$ cat config.mk
export PLATFORM = sky130hd
export DESIGN_NAME = password_ctrl
export DESIGN_NICKNAME = d
export VERILOG_FILES = /design/src/rtl/password_ctrl.sv
export SDC_FILE = /design/constraint.sdc
export NUM_CORES = 1
export LEC_CHECK = 0
export BUFFER_PORTS_ARGS = -buffer_cell sky130_fd_sc_hd__buf_2
export CORE_ASPECT_RATIO = 2
export CORE_MARGIN = 2
export CORE_UTILIZATION = 35
export DETAILED_ROUTE_END_ITERATION = 12
export PLACE_DENSITY = 0.5
export REMOVE_ABC_BUFFERS = 1
export SYNTH_ARGS = -nofsm -noshare
export SYNTH_HDL_FRONTEND = slang
export SYNTH_SLANG_ARGS = --single-unit
$ cat constraint.sdc
create_clock -name clk -period 6.15 [get_ports clk]
set_clock_uncertainty 0.1 [all_clocks]
set_input_delay 0.615 -clock clk [delete_from_list [all_inputs] [get_ports clk]]
set_output_delay 0.615 -clock clk [all_outputs]
set_load 0.02 [all_outputs]
$ cat src/rtl/password_ctrl.sv
// Four-digit password lock sequencer: digit collection, code compare, failure
// counting with timed lockout, and seven-segment status display.
module password_ctrl #(
  parameter logic [15:0] CODE        = 16'h1234,
  parameter int unsigned MAX_FAILS   = 3,
  parameter int unsigned LOCK_CYCLES = 50_000_000
) (
  input  logic       clk,
  input  logic       rst,
  input  logic       load,
  input  logic       change,
  input  logic [3:0] SW,
  output logic [6:0] HEX3,
  output logic [6:0] HEX2,
  output logic [6:0] HEX1,
  output logic [6:0] HEX0,
  output logic       unlocked,
  output logic       locked_out
);

  localparam int unsigned   LW         = (LOCK_CYCLES > 2) ? $clog2(LOCK_CYCLES) : 1;
  localparam logic [LW-1:0] LOCK_INIT  = LW'(LOCK_CYCLES - 1);
  localparam logic [2:0]    FAIL_LIMIT = 3'(MAX_FAILS);
  localparam logic [6:0]    BLANK      = 7'h7F;

  typedef enum logic [2:0] {
    ST_ENTRY,
    ST_CHECK,
    ST_OPEN,
    ST_FAIL,
    ST_NEWCODE,
    ST_LOCKOUT
  } state_t;

  state_t          state;
  logic [15:0]     code;
  logic [15:0]     entry;
  logic [1:0]      idx;
  logic [2:0]      fail_cnt;
  logic [LW-1:0]   lock_cnt;
  logic            load_q;
  logic            press;
  logic [2:0]      fail_next;

  assign press     = load & ~load_q;
  assign fail_next = fail_cnt + 3'd1;

  // Slot 0 is the leftmost (most significant) nibble.
  function automatic logic [15:0] put_digit(input logic [15:0] v, input logic [1:0] i,
                                            input logic [3:0] d);
    logic [15:0] r;
    r = v;
    case (i)
      2'd0: r[15:12] = d;
      2'd1: r[11:8]  = d;
      2'd2: r[7:4]   = d;
      default: r[3:0] = d;
    endcase
    return r;
  endfunction

  function automatic logic [6:0] seg(input logic [3:0] d);
    case (d)
      4'h0: seg = 7'h40;
      4'h1: seg = 7'h79;
      4'h2: seg = 7'h24;
      4'h3: seg = 7'h30;
      4'h4: seg = 7'h19;
      4'h5: seg = 7'h12;
      4'h6: seg = 7'h02;
      4'h7: seg = 7'h78;
      4'h8: seg = 7'h00;
      4'h9: seg = 7'h10;
      4'hA: seg = 7'h08;
      4'hB: seg = 7'h03;
      4'hC: seg = 7'h46;
      4'hD: seg = 7'h21;
      4'hE: seg = 7'h06;
      default: seg = 7'h0E;
    endcase
  endfunction

  always_ff @(posedge clk) begin
    if (rst) begin
      state    <= ST_ENTRY;
      code     <= CODE;
      entry    <= '0;
      idx      <= '0;
      fail_cnt <= '0;
      lock_cnt <= '0;
      load_q   <= 1'b0;
    end else begin
      load_q <= load;
      case (state)
        ST_ENTRY: begin
          if (press) begin
            entry <= put_digit(entry, idx, SW);
            idx   <= idx + 2'd1;
            if (idx == 2'd3) state <= ST_CHECK;
          end
        end
        ST_CHECK: begin
          if (entry == code) begin
            state    <= ST_OPEN;
            fail_cnt <= '0;
          end else begin
            fail_cnt <= fail_next;
            if (fail_next == FAIL_LIMIT) begin
              state    <= ST_LOCKOUT;
              lock_cnt <= LOCK_INIT;
            end else begin
              state <= ST_FAIL;
            end
          end
        end
        ST_FAIL: begin
          // The press that leaves FAIL is already the first digit of the next attempt.
          if (press) begin
            entry <= put_digit(entry, 2'd0, SW);
            idx   <= 2'd1;
            state <= ST_ENTRY;
          end
        end
        ST_OPEN: begin
          if (press) begin
            idx   <= '0;
            state <= change ? ST_NEWCODE : ST_ENTRY;
          end
        end
        ST_NEWCODE: begin
          if (press) begin
            entry <= put_digit(entry, idx, SW);
            idx   <= idx + 2'd1;
            if (idx == 2'd3) begin
              code  <= put_digit(entry, 2'd3, SW);
              state <= ST_ENTRY;
            end
          end
        end
        ST_LOCKOUT: begin
          if (lock_cnt == '0) begin
            state    <= ST_ENTRY;
            fail_cnt <= '0;
            idx      <= '0;
          end else begin
            lock_cnt <= lock_cnt - 1'b1;
          end
        end
        default: state <= ST_ENTRY;
      endcase
    end
  end

  always_comb begin
    HEX3       = BLANK;
    HEX2       = BLANK;
    HEX1       = BLANK;
    HEX0       = BLANK;
    unlocked   = 1'b0;
    locked_out = 1'b0;
    case (state)
      ST_ENTRY, ST_NEWCODE: begin
        if (idx > 2'd0) HEX3 = seg(entry[15:12]);
        if (idx > 2'd1) HEX2 = seg(entry[11:8]);
        if (idx > 2'd2) HEX1 = seg(entry[7:4]);
      end
      ST_OPEN: begin
        HEX3     = 7'h40;
        HEX2     = 7'h0C;
        HEX1     = 7'h06;
        HEX0     = 7'h2B;
        unlocked = 1'b1;
      end
      ST_FAIL: begin
        HEX3 = 7'h0E;
        HEX2 = 7'h08;
        HEX1 = 7'h79;
        HEX0 = 7'h47;
      end
      ST_LOCKOUT: begin
        HEX3       = 7'h3F;
        HEX2       = 7'h3F;
        HEX1       = 7'h3F;
        HEX0       = 7'h3F;
        locked_out = 1'b1;
      end
      default: ;
    endcase
  end

endmodule

==> metrics.md, run 1 <==
| Metric | Value |
|---|---|
| Status | `finished, final reports clean` |
| Kind of cell with the highest combined delay on the critical path | `simple AND/OR/NAND/NOR gates` |
| H-tree Lvls | `3` |
| # port buffers | `35` |
| CP dominant cell by count | `nor2_1` |
| Worst hold path depth | `2` |
| Initial antenna violation count | `0` |
| ANT cells | `0` |
| Layout fillers | `1,418` |
| Seq/Total Area, Yosys | `36.44%` |
| Cell area after synthesis | `4835 um^2` |
| Leading area contributor after synthesis | `dfxtp_1` |
| Die span in x | `87.11 um` |
| Crit path arrival time | `approximately 3.2 ns` |
| Part of the power in registers | `45.0%` |
| Clk sink count | `88` |
| Worst Path Buf+Inv | `2` |
| Max-cap violation count | `0` |
| Unrepaired setup endpoints after global routing | `false` |
| Startpoint types | `flop` |
| WL/cell | `approximately 18 um` |
| Placed wire-length estimate | `10.22 mm` |
| Routability cong. | `0.8146` |
| Crit path kind | `reg2out` |
| Critical-path cell list | `nor2b_1 > inv_1 > nor2_1 > nor2_1 > buf_2` |
| EDFF count, synth | `0` |
| Nets | `637` |
| Setup TNS | `0 ns` |
| Critical path's largest stage delay | `0.98 ns` |
| CTS tree | `yes` |
| YS warnings | `0` |
| Vias in the first global route | `4,381` |
| DRC Markers | `0` |
| Pint | `985.8 uW` |
| Hold EP | `code[1]$_SDFFE_PP0P_` |
| Worst min path class | `reg2reg` |
| Initial Util | `35.78%` |
| Worst vdd ir | `0.1288 mV` |
| DRC marker count from the first detailed-route iteration | `197` |
| Fraction of layout cells with a size suffix above 1 | `between 10 and 15%` |
| Minimum clock period | `3.899 ns` |
| # resized after CTS | `0` |
| Power share of the combinational group | `9.4%` |
| Sw power | `331.7 uW` |
| Routed Antenna Nets | `0` |
| Crit end category | `output pin` |
| Final Hold Fails | `0` |
| Synth cell types | `61` |
| Worst reg-to-reg setup slack | `2.69 ns` |
| GRT Overall Usage | `19.10%` |
| DR vias | `4,373` |
| CTS Buf Count | `9` |
| Slew headroom | `around a quarter` |
| Final period util | `63.40%` |
| Num rows | `60` |
| Seq cells post-synth | `88` |
| Grt peak-use layer | `met2` |
| Sw Share | `25.18%` |
| Post-synthesis async set-or-reset flop share | `0%` |
| Peak Freq | `256.5 MHz` |
| PwrDens | `243.5 nW/um^2` |
| Final setup viols | `0` |
| Leakage Power | `roughly 2.1 nW` |
| R2r worst-path depth | `6` |
| Postcts setup bufs | `0` |
| DR pass1 iterations | `4` |
| Max-slew violations | `0` |
| Global route overflow | `0` |
| Clk_lat worst skew | `0.34 ns` |
| First-pass GRT wire length | `22.16 mm` |
| Critical Path Fanout Max | `23` |
| Largest net degree at the start of global routing | `45` |
| Met1 usage | `19.12%` |
| P&R area growth vs syn | `11.93%` |
| Hold_ws | `0.3691 ns` |
| CTS Hold Bufs | `0` |
| Post-Syn Instances | `586` |
| Clock buffer depth | `2` |
| Die area | `14,830 um^2` |
| Core Footprint | `13,510 um^2` |
| Top cells by area, synth | `dfxtp_1 (36%), ha_1 (6.7%), a21oi_1 (5.0%)` |
| Die H | `170.2 um` |
| RR Startpoint | `state[1]$_SDFFE_PP0P_` |
| Hold Path Origin | `code[1]$_SDFFE_PP0P_` |
| Clk pin slew, worst setup/hold paths | `0.07 ns` |
| Clk root buf | `clkbuf_16` |
| Avg Vias per Cell | `5.731` |
| Measured slew at the worst slew-check pin | `1.142 ns` |
| Clk pwr share | `45.6%` |
| Synth Flop Type | `dfxtp_1` |
| Slowest-stage cell, CP | `nor2b_1` |
| Top Ports | `38` |
| Met3 Use GR | `3.104%` |
| GR Util met2 | `37.34%` |
| Synth Area per Inst | `8.250 um^2` |
| Required @ worst endpoint | `about 5.4 ns` |
| WL final | `13.37 mm` |
| Top-area cell type share of the netlist area | `36.44%` |
-- metal layers --
layer  routed length, um  part of all wire [%]
met2                7651                    57
met1                4925                    37
met3                 376                   2.8
met4                 416                   3.1
met5                   0                     0
-- layout make-up --
| type | instances | area, um^2 | area share, % |
|---|---|---|---|
| Multi-Input combinational cell | 441 | 2841 | 52.51 |
| Sequential cell | 88 | 1762 | 32.55 |
| Clock buffer | 9 | 225.2 | 4.162 |
| Tap cell | 155 | 193.9 | 3.584 |
| Timing Repair Buffer | 37 | 190.2 | 3.514 |
| Clock inverter | 7 | 101.3 | 1.873 |
| Inverter | 26 | 97.59 | 1.803 |
-- power by group through the flow --
stage / sequential (mW) / clock [mW] / combinational [mW]
after floorplan: 0.602 / 0 / 0.0803
after global placement: 0.606 / 0 / 0.122
after detailed placement: 0.606 / 0 / 0.124
after CTS: 0.593 / 0.617 / 0.125
after global routing: 0.594 / 0.640 / 0.136
final: 0.592 / 0.601 / 0.124
-- stage by stage --
stage / instances / util (%) / total power [mW] / cell area (um^2) / worst slack, ns
2_1_floorplan: 555 / - / 0.6819 / 4688 / 2.808
3_3_place_gp: 747 / 37.63 / 0.7280 / 5085 / 2.733
3_5_place_dp: 747 / 37.63 / 0.7302 / 5085 / 2.638
4_1_cts: 763 / 40.05 / 1.334 / 5411 / 2.257
5_1_grt: 763 / 40.05 / 1.370 / 5411 / 2.068
6_report: 763 / 40.05 / 1.318 / 5411 / 2.251
-- tightest hold or removal path: cells and delay by family, from the launching register on --
kind | cells | cell delay, ns
DFF | 1 | 0.32
and+or+nand+nor | 1 | 0.05
AOI/OAI and AO/OA | 1 | 0.05
-- layout by cell type (no fill, tap or decap), types with 8 or more instances in the layout --
cell	Yosys	layout
nor2_1	44	44
o31ai_1	8	8
nor3_1	15	15
mux2i_1	16	16
nand2_1	57	57
or4_1	10	10
inv_1	23	23
xor2_1	23	23
or3_1	13	13
clkbuf_16	0	9
nor4_1	12	11
nand2b_1	9	9
buf_2	2	35
nand3_1	23	23
o21ai_0	36	36
a31oi_1	12	12
a21oi_1	48	48
ha_1	26	26
dfxtp_1	88	88
o22ai_1	9	9
-- worst max path at each step --
stage	startpoint	cells past startpoint	slack, ns	end
3_5_place_dp	state[1]$_SDFFE_PP0P_	5	2.64	HEX0[6]
6_report	state[1]$_SDFFE_PP0P_	5	2.25	HEX0[6]
4_1_cts	state[1]$_SDFFE_PP0P_	5	2.26	HEX0[6]
2_1_floorplan	load	6	2.81	flop
5_1_grt	state[1]$_SDFFE_PP0P_	5	2.07	HEX0[6]
3_3_place_gp	state[1]$_SDFFE_PP0P_	5	2.73	HEX0[6]
-- Yosys cell counts (all sizes together), types with 3 or more instances --
cell and count:
o31ai 8, nand3 23, o211ai 3, nor3 15, nor4 12, nand2 57, mux2i 16, nor2b 7
or3 17, clkbuf 23, a21o 3, o21ai 38, buf 9, or2 6, mux2 4, a32o 4
xor2 23, nand4 6, dfxtp 88, a31oi 12, o22ai 9, nand2b 9, o41ai 4, inv 23
ha 26, nand3b 5, clkinv 3, nor2 44, or4 11, a21oi 48
-- kinds of logic (layout without fill, tap and decap cells) --
group                    Yosys count  count (layout)  synth area share [%]
adder cells (fa/ha/maj)           26              26                 6.729
other                              1               2               0.07757
AO/OA/AOI/OAI                    143             143                 18.19
XOR/XNOR                          25              25                 4.529
AND/OR/NAND/NOR                  223             223                 23.73
flip-flops                        88              88                 36.44
buffers and inverters             58              79                 5.124
multiplexers                      22              22                 5.176
No activity file was read; power rests on OpenSTA's default activity.
==> run 2, diff against run 1 <==
clock period = 3.7 ns   (was 6.15 ns; I/O delays follow)
==> run 2 against run 1 <==
- count of clock-buffer cells in the layout did not move
- sequential share of layout area fell by 0.14 points
- non-clock buffer count rose by 4
- first-iteration DRC count shrank 10%
- clock power grew 64%
- cell count increased by 0.52%
- worst setup slack lost 1.6 ns
- global-route usage decreased by 0.19 points
- critical path type is now reg2reg
- largest cell class unchanged
- highest routed layer unchanged
==> metrics.md, run 2 (synthesis results as in run 1) <==
| Metric | Value |
|---|---|
| Status | `finished, final reports clean` |
| WL/cell | `17.65 um` |
| P&R area growth vs syn | `12.42%` |
| Max-slew violations | `0` |
| Routability cong. | `0.8679` |
| CTS Buf Count | `9` |
| Measured slew at the worst slew-check pin | `1.194 ns` |
| Die span in x | `87.11 um` |
| # resized after CTS | `0` |
| Minimum clock period | `just over 3 ns` |
| Clock buffer depth | `2` |
| Crit end category | `flop` |
| Most common cell after layout, fill and taps aside | `dfxtp_1` |
| DP Area | `5115 um^2` |
| Clk_lat worst skew | `0.34 ns` |
| Nets | `approximately 640` |
| CTS tree | `yes` |
| Multi-input logic area | `between 2000 and 3000 um^2` |
| Required @ worst endpoint | `3.82 ns` |
| Max-cap violation count | `0` |
| R2r worst-path depth | `10` |
| # port buffers | `35` |
| Clk root buf | `clkbuf_16` |
| Layout fillers | `1,407` |
| WL final | `around 14 mm` |
| First-pass GRT wire length | `21.78 mm` |
| GRT Overall Usage | `between 10% and 20%` |
| DR vias | `4,245` |
| Crit path kind | `reg2reg` |
| Startpoint types | `flop` |
| Worst hold path depth | `2` |
| Commonest cells after routing, fill and taps aside | `dfxtp_1 (88), nand2_1 (57), a21oi_1 (48), nor2_1 (44), o21ai_0 (36)` |
| Core Footprint | `13,510 um^2` |
| Initial Util | `35.78%` |
| Setup TNS | `0 ns` |
| Die H | `170.2 um` |
| Placed wire-length estimate | `10.24 mm` |
| ANT cells | `0` |
| Leakage Power | `2.077 nW` |
| Largest net degree at the start of global routing | `50` |
| Die area | `14,830 um^2` |
| Global route overflow | `0` |
| PwrDens | `400.7 nW/um^2` |
| Clk sink count | `88` |
| Postcts setup bufs | `0` |
| Clk pin slew, worst setup/hold paths | `0.07 ns` |
| Initial antenna violation count | `0` |
| Final instance area | `5435 um^2` |
| Fraction of layout cells with a size suffix above 1 | `13.07%` |
| Storage cell area | `1762 um^2` |
| Pwr Total | `2.178 mW` |
| Critical Path Fanout Max | `8` |
| Worst setup margin | `between 0.6 and 0.7 ns` |
| Worst min path class | `in2reg` |
| Routed Antenna Nets | `0` |
| CTS Hold Bufs | `0` |
| Pre-CTS WS | `0.7326 ns` |
| Final Hold Fails | `0` |
| Final setup viols | `0` |
| Top Ports | `38` |
| DRC marker count from the first detailed-route iteration | `177` |
| Crit path arrival time | `around 3.1 ns` |
| Worst vdd ir | `~0.23 mV` |
| Vias in the first global route | `4,259` |
| DRC Markers | `0` |
| Unrepaired setup endpoints after global routing | `false` |
| Num rows | `60` |
| Final period util | `between 80% and 90%` |
| Avg Vias per Cell | `5.535` |
| DR pass1 iterations | `4` |
| H-tree Lvls | `3` |
| Peak Freq | `331.2 MHz` |
| Slew headroom | `about a fifth` |
==> run 2: path summary, 6_finish.rpt <==
check,slack [ns],to,from
min reg2reg,0.37,code[8]$_SDFFE_PP0P_,code[8]$_SDFFE_PP0P_
max reg2reg,0.68,flop,idx[0]$_SDFFE_PP0P_
min,0.20,load_q$_SDFF_PP0_,load
max,0.68,flop,idx[0]$_SDFFE_PP0P_
==> run 2: layout make-up <==
class	instances	share of cell area, %
inverters	26	1.796
clock inverters	7	1.750
multi-input cells	441	52.28
repair buffers	41	4.052
clock buffers	9	4.144
well taps	155	3.568
flip-flops and latches	88	32.41
==> run 2: worst max-delay path: stages, from the launching register on <==
cell	delay, ns
dfxtp_1	0.44
inv_1	0.11
ha_1	0.30
nor3b_1	0.18
o21ai_2	0.38
mux2i_1	0.30
nor2_1	0.15
ha_1	0.33
or2_2	0.29
mux2i_1	0.18
a22oi_1	0.12
==> run 2: through the flow <==
| stage | util, % | hold WS (ns) | std cells |
|---|---|---|---|
| 2_1_floorplan | - | 0.3385 | 555 |
| 3_3_place_gp | 37.85 | 0.3548 | 751 |
| 3_5_place_dp | 37.85 | 0.3587 | 751 |
| 4_1_cts | 40.22 | 0.1885 | 767 |
| 5_1_grt | 40.22 | 0.2293 | 767 |
| 6_report | 40.22 | 0.2032 | 767 |
==> run 2: where the power goes <==
| group | total [mW] | leakage [nW] | switching, mW | internal, mW |
|---|---|---|---|---|
| Sequential | 0.984 | 0.712 | 0.0151 | 0.969 |
| Combinational | 0.209 | 1.21 | 0.137 | 0.0725 |
| Clock | 0.984 | 0.156 | 0.391 | 0.593 |
==> run 2: routing by layer <==
metal | global-route usage [%] | routed length [um] | vias up
met5 | 0 | 0 | -
met4 | 8.361 | 536 | 0
met3 | 2.764 | 297 | 27
met2 | 36.14 | 7512 | 78
met1 | 19.62 | 5189 | 2003
li1 | - | - | 2137
